File: src/rtl/fir_tdm.sv
// fir_tdm: time-multiplexed FIR filter, one multiply-accumulate per cycle.
//   One TAPS-deep delay line per channel; one coefficient set shared by all
//   channels. A sample accepted in IDLE is shifted into its channel's line.
//   MAC then spends TAPS cycles accumulating coeff[k]*delay[ch][k], and OUT
//   presents the scaled result until it is consumed.
// Ports:
//   clk, rst                   - clock; synchronous active-high reset
//   coeff_we/addr/data         - coefficient write port, usable in any state
//   in_valid/ready/chan/data   - sample input handshake
//   out_valid/ready/chan/data  - result output handshake
// Optional feature: define FIR_TDM_ROUND_EN to round half-up before the
// result is truncated or saturated. Without it the result is truncated.
module fir_tdm #(
  parameter int WIDTH    = 16,
  parameter int TAPS     = 8,
  parameter int CHANNELS = 2,
  localparam int CW = (CHANNELS > 1) ? $clog2(CHANNELS) : 1,
  localparam int TW = (TAPS > 1) ? $clog2(TAPS) : 1
) (
  input  logic             clk,
  input  logic             rst,
  input  logic             coeff_we,
  input  logic [TW-1:0]    coeff_addr,
  input  logic [WIDTH-1:0] coeff_data,
  input  logic             in_valid,
  output logic             in_ready,
  input  logic [CW-1:0]    in_chan,
  input  logic [WIDTH-1:0] in_data,
  output logic             out_valid,
  input  logic             out_ready,
  output logic [CW-1:0]    out_chan,
  output logic [WIDTH-1:0] out_data
);

  localparam int PW   = 2 * WIDTH;
  localparam int ACCW = PW + TW;
  localparam int HW   = ACCW + 1 - WIDTH;

`ifdef FIR_TDM_ROUND_EN
  localparam logic [ACCW:0] RND = (ACCW + 1)'(1) << (WIDTH - 1);
`else
  localparam logic [ACCW:0] RND = '0;
`endif

  typedef enum logic [1:0] {IDLE, MAC, OUT} state_t;

  state_t state_q, state_d;

  logic [WIDTH-1:0] coeff_q [TAPS];
  logic [WIDTH-1:0] delay_q [CHANNELS][TAPS];
  logic [ACCW-1:0]  acc_q;
  logic [TW-1:0]    tap_q;
  logic [CW-1:0]    chan_q;
  logic [CW-1:0]    out_chan_q;
  logic [WIDTH-1:0] out_data_q;

  logic             chan_ok;
  logic             last_tap;
  logic [PW-1:0]    prod;
  logic [ACCW-1:0]  acc_next;
  logic [ACCW:0]    sum_r;
  logic [HW-1:0]    sum_hi;
  logic [WIDTH-1:0] result;

  assign chan_ok   = 32'(in_chan) < CHANNELS;
  assign last_tap  = (tap_q == TW'(TAPS - 1));
  assign in_ready  = (state_q == IDLE);
  assign out_valid = (state_q == OUT);
  assign out_chan  = out_chan_q;
  assign out_data  = out_data_q;

  // The result register is loaded on the final MAC edge straight from
  // acc + last product, so no extra pipeline cycle is spent before OUT.
  always_comb begin
    prod     = PW'(coeff_q[tap_q]) * PW'(delay_q[chan_q][tap_q]);
    acc_next = acc_q + ACCW'(prod);
    sum_r    = {1'b0, acc_next} + RND;
    sum_hi   = HW'(sum_r >> WIDTH);
    result   = (|sum_hi[HW-1:WIDTH]) ? '1 : sum_hi[WIDTH-1:0];
  end

  always_ff @(posedge clk) begin
    if (rst) state_q <= IDLE;
    else     state_q <= state_d;
  end

  always_comb begin
    state_d = state_q;
    case (state_q)
      IDLE:    if (in_valid && chan_ok) state_d = MAC;
      MAC:     if (last_tap)            state_d = OUT;
      OUT:     if (out_ready)           state_d = IDLE;
      default:                          state_d = IDLE;
    endcase
  end

  always_ff @(posedge clk) begin
    if (rst) begin
      for (int unsigned k = 0; k < TAPS; k++) begin
        coeff_q[k] <= '0;
        for (int unsigned c = 0; c < CHANNELS; c++) delay_q[c][k] <= '0;
      end
      acc_q      <= '0;
      tap_q      <= '0;
      chan_q     <= '0;
      out_chan_q <= '0;
      out_data_q <= '0;
    end else begin
      if (coeff_we) coeff_q[coeff_addr] <= coeff_data;
      case (state_q)
        IDLE: begin
          if (in_valid && chan_ok) begin
            for (int unsigned k = TAPS - 1; k > 0; k--)
              delay_q[in_chan][k] <= delay_q[in_chan][k-1];
            delay_q[in_chan][0] <= in_data;
            chan_q <= in_chan;
            acc_q  <= '0;
            tap_q  <= '0;
          end
        end
        MAC: begin
          acc_q <= acc_next;
          tap_q <= tap_q + 1'b1;
          if (last_tap) begin
            out_data_q <= result;
            out_chan_q <= chan_q;
          end
        end
        default: ;
      endcase
    end
  end

endmodule

File: config.mk
export PLATFORM = sky130hd
export DESIGN_NAME = fir_tdm
export DESIGN_NICKNAME = d
export VERILOG_FILES = /design/src/rtl/fir_tdm.sv
export SDC_FILE = /design/constraint.sdc
export NUM_CORES = 1
export LEC_CHECK = 0
export CAP_MARGIN = 20
export CORE_UTILIZATION = 60
export CTS_BUF_LIST = sky130_fd_sc_hd__clkbuf_8
export DETAILED_ROUTE_END_ITERATION = 10
export PLACE_DENSITY = 0.78
export SKIP_LAST_GASP = 1
export SYNTH_ARGS = -nofsm -noshare
export SYNTH_HDL_FRONTEND = slang
export SYNTH_SLANG_ARGS = --single-unit
File: constraint.sdc
create_clock -name clk -period 9 [get_ports clk]
set_input_delay 1.35 -clock clk [delete_from_list [all_inputs] [get_ports clk]]
set_output_delay 1.35 -clock clk [all_outputs]
set_load 0.02 [all_outputs]
Yosys cells after proc, flatten, opt, wreduce, memory -nomap -nowiden --
Memory sizes are Yosys's and may differ from the RTL's. A register that Yosys moved wholly into a read port is not among the register bits. Cells that the tools add are included.
Operators by class: multiply operators 1, $lt $le $gt $ge 1, muxes and demuxes 31, bitwise logic cells 1, reduce and logical (&&, ||, !) cells 9, equality and inequality tests 6, add/subtract/negate cells 2
Operators by type and width (count):
- 128-bit 2-to-1 mux | 1
- 128-bit OR reduction | 1
- 35-bit one-hot mux with 2 select lines | 1
- 16-bit 2-to-1 mux | 4
- 16-bit binary-select mux with 3-bit select | 1
- 35-bit by 32-bit adder with 35-bit output | 1
- 35-bit 2-to-1 mux | 1
- 16-bit by 16-bit multiplier with 32-bit output | 1
- 16-bit OR reduction | 1
- 1-bit 2-to-1 mux | 14
- 3-bit 2-to-1 mux | 4
- 2-bit 2-to-1 mux | 3
- 2-bit one-hot mux with 3 select lines | 1
- 3-bit one-hot mux with 2 select lines | 1
- 2-bit AND reduction | 3
- 4-bit >= comparator (second input constant) | 1
- 2-bit inequality test (second input constant) | 2
- 3-bit inverter with 4-bit output | 1
- 3-bit by 1-bit adder with 3-bit output (second input constant) | 1
- 3-bit equality test (second input constant) | 1
- 3-bit AND reduction | 1
- 3-bit OR reduction | 1
- 2-bit by 1-bit equality test with 1-bit output (second input constant) | 1
- 2-bit equality test (second input constant) | 1
- 3 further kinds | 3
Storage, ports and cells: memories 2, memory bits (writable) 384, word-level logic and storage cells 59, output and inout bits 19, register bits 58
Memories:
- delay_q | depth 2, width 128, rd ports 2, clocked after memory_dff 1, write ports 2, line 50 | logic [WIDTH-1:0] delay_q [CHANNELS][TAPS];
- coeff_q | depth 8, width 16, rd ports 1, clocked after memory_dff 1, write ports 8, line 49 | logic [WIDTH-1:0] coeff_q [TAPS];

Longest topological paths before layout --
Gate-level depths: netlist of run 1.
depth in word-level cells 8, mapped depth 31

Worst setup path after synthesis of run 1 --
Ideal clock, no wire load.
path kind register to register, from register (tool-made name), to register out_data_q[0], in the netlist out_data[0], cell stages (with the launch flop) 29, slack 1551 ps, buffers on the path 5, arrival time 7308 ps, required time 8860 ps, clock period less this slack 7449 ps, library setup time 140 ps, cell sequence dfxtp_1 buf_6 buf_6 mux4_2 mux2_2 o21ai_0 buf_2 nor2_1 fa_1 inv_1 fa_1 fa_1 fa_1 inv_1 fa_1 inv_1 fa_1 inv_1 ha_1 and3_1 a221oi_2 o2111a_2 o211ai_1 a21o_1 a221oi_2 and3_1 buf_6 buf_12 a211oi_2
RTL lines:
- end signal, assigned | line 125 | out_data_q <= result;
- end, declared | line 55 | logic [WIDTH-1:0] out_data_q;

==> summary.txt, run 1 <==
Worst setup path
  – CP arrival: 8.89 ns
  – Crit path max-delay cell type: mux4_2
  – Required time of the critical path: 9.50 ns
  – Critical setup path kind: reg2reg
  – CP cell instances: buf_4 -> mux4_2 -> mux4_2 -> nand2_1 -> fa_1 -> fa_1 -> inv_1 -> fa_1 -> fa_1 -> fa_1 -> inv_1 -> fa_1 -> inv_1 -> ha_1 -> a21o_1 -> a31o_2 -> a21oi_1 -> o211ai_2 -> a311o_1 -> a221oi_2 -> and3_1 -> a211oi_1
  – Crit. End Element: register
  – CP peak stage delay: 0.72 ns
  – Most frequent CP cell: fa_1
  – Setup crit start kind: register
  – Worst Path Max Fanout: 16

Logic synthesis
  – Post-synthesis cell type count: 62
  – Syn Nets: around 2800
  – Post-synth EDFFs: between 300 and 400
  – Synth Instances: between 2000 and 2500
  – FFs w/ async S/R, synth: 0%
  – YS warnings: 0
  – Sequential share of the synthesized area: 43.7%
  – Most used DFF post-synth: edfxtp_1
  – Post-synthesis cell area: 29300 µm²
  – #FFs+latches synth: about 450
  – Mapped Avg Cell Area: ~12 µm²

Cells and area
  – Final instance area: 31900 µm²
  – Synth-to-layout area growth: 9.19%
  – Share of cells above drive strength 1: between 10 and 15%
  – Core Util, Final: 66.6%
  – Final net count: between 2000 and 3000

Die
  – Full die area: 49600 µm²
  – Initial Util: approximately three fifths
  – Core ar.: 47900 µm²
  – Die Span Y: 223 µm
  – Die Wd: roughly 220 µm
  – Ports: 60
  – Std cell rows: 80

Outcome
  – Status: complete, no violations

Placed design
  – Final HPWL DP: 44200 µm
  – Cell Area, Placed: 30400 µm²
  – GP Congestion: 0.914
  – IO buf count: a little under 60

Route
  – Routed Antenna Nets: 0
  – Total wire length: 65700 µm
  – First-pass DRT Iterations: 7
  – Initial drt markers: ~1700
  – Avg WL per Cell: ~21 µm
  – Vias: 18400
  – Vias per std cell: between 5 and 6
  – Post-route DRC: 0

Clock tree
  – CTS Hold Bufs: 0
  – Clock Sink Count: 446
  – Worst-Skew Late Latency: 0.67 ns
  – Clock root buffer: clkbuf_8
  – Post-CTS setup buffers: 0
  – Clk buf depth: 3
  – Resize count post-CTS: 0
  – H-tree depth: 3
  – Worst-path clk slew: ~0.06 ns
  – CTS tree: yes
  – CTS buffer count: 76

Global route
  – Vias in the first global route: 19500
  – Number of antenna violations at the first check in global routing: 1
  – First-pass GRT wire length: 105000 µm
  – GRT Total Usage: between 20% and 30%
  – Total grt overflow: 0
  – Largest net degree at the start of global routing: 129

Flow run
  – Max-cap check violation count: 0

Timing
  – Max Freq: between 100 and 150 MHz
  – Setup TNS: 0 ns
  – Rel. slew slack: 27.2%
  – Final Setup Violations: 0
  – Clock Skew: 0.0383 ns
  – Final worst-path cycle share: 93.3%
  – Unrepaired setup endpoints after global routing: false
  – Final Max Slew Viols: 0
  – Slew @ Worst Pin: 1.09 ns
  – Final Hold Viols: 0
  – Post-route minimum period: 8.40 ns

Hold path
  – HP Class: reg2reg
-- state kept, by name, summed over array words and instances, names as in the netlist, named ones only --
name / cells
out_chan: 1
delay_q: 256
tap_q: 3
out_data: 16
coeff_q: 128
chan_q: 1
acc_q: 35
state_q: 2
-- critical path, delay by kind of cell (launching register included) --
family | cells | cell delay [ns]
and+or+nand+nor | 2 | 0.92
adders and majority gates | 7 | 3.34
muxes | 2 | 1.28
DFF | 1 | 0.46
buffers and inverters | 4 | 0.51
AOI/OAI and AO/OA | 7 | 1.68
-- cell usage after synthesis (3+ instances only) --
cell       count  area, µm²
o21bai_1       7       52.6
nor3b_1        4       30.0
xnor2_1       14        123
a211oi_1      11       82.6
and2_1       423       2650
mux4_2       106       2390
or2_2         16        100
mux2i_1       16        160
fa_1         226       4520
and3_1         7       43.8
xor2_1        10       87.6
a211oi_2      10        125
a22oi_1       19        143
a2bb2oi_1     12        105
nor2b_1       43        269
a21oi_1       40        200
buf_1          6       22.5
nand2b_1      36        225
buf_6          3       33.8
nand2_1      153        574
inv_1        342       1280
mux2_1         3       33.8
a21o_1        15        113
nor2_1       114        428
o21ai_0       30        150
dfxtp_1       62       1240
nand3_1       10       50.1
buf_2         21        105
clkbuf_1      89        334
o211ai_1       4       30.0
nand4_1        7       43.8
edfxtp_1     384      11500
a221oi_2       3       45.0
nor3_1         6       30.0
mux2_2        17        191
o21a_1         3       22.5
ha_1         111       1390
-- path summary, 6_finish.rpt --
kind	startpoint	end	slack, ns	depth (start not counted)
setup / recovery	register	out_data[14]$_SDFFE_PP0P_	0.60	22
hold / removal	acc_q[31]$_SDFFE_PP0P_	acc_q[31]$_SDFFE_PP0P_	0.45	2
setup reg to reg	register	out_data[14]$_SDFFE_PP0P_	0.60	22
hold reg to reg	acc_q[31]$_SDFFE_PP0P_	acc_q[31]$_SDFFE_PP0P_	0.45	2
-- stage by stage --
stage,std cells,worst slack [ns],hold slack (ns)
6_report,3141,0.604,0.453
5_1_grt,3141,0.254,0.477
4_1_cts,3139,0.640,0.454
3_5_place_dp,3003,0.662,0.446
3_3_place_gp,3003,0.878,0.442
2_1_floorplan,2416,1.55,0.432
-- cells in the final DEF (no fill, tap or decap), types with 31 or more instances in the layout --
| cell type | count |
|---|---|
| nor2_1 | 114 |
| mux4_2 | 106 |
| nor2b_1 | 42 |
| fa_1 | 226 |
| ha_1 | 111 |
| nand2b_1 | 36 |
| edfxtp_1 | 384 |
| clkdlybuf4s50_1 | 58 |
| buf_4 | 31 |
| inv_1 | 361 |
| dfxtp_1 | 59 |
| clkbuf_8 | 86 |
| and2_1 | 423 |
| a21oi_1 | 40 |
| nand2_1 | 153 |
-- layer usage --
metal,track usage [%],part of all wire [%]
met2,45.4,49
met5,0,0
met3,4.85,6.3
met4,11.4,3.8
met1,36.0,41
-- kinds of logic (layout without fill, tap and decap cells) --
group           after synthesis  count (layout)  synth area share [%]
simple gates                827             827                  15.4
buf+inv                     463             572                  6.17
flops                       446             446                  43.7
fa+ha+maj                   337             337                  20.2
compound gates              177             177                  4.34
mux                         142             142                  9.48
xor+xnor                     24              24                 0.719
other cells                   0               1                     0
-- final cells by class --
| type | instances | area (µm²) |
|---|---|---|
| Clock inverter | 50 | 317 |
| Fill cell | 3480 | 16000 |
| Timing Repair Buffer | 94 | 906 |
| Inverter | 342 | 1280 |
| Clock buffer | 86 | 1180 |
| Antenna cell | 1 | 2.50 |
| Sequential cell | 446 | 12800 |
| Tap cell | 615 | 769 |
| Multi-Input combinational cell | 1507 | 14700 |
Power of run 1 is left out: the tool's default activity adds up to more than one toggle a clock period on the data nets, which glitch-free logic cannot reach.
==> inputs of run 2 (changes only) <==
Settings changed: CTS_CLUSTER_DIAMETER set to 200.
==> results of run 2 <==
Final layout, timing and power as in run 1 (identical DEF).
Power of run 2 is left out for the same reason.
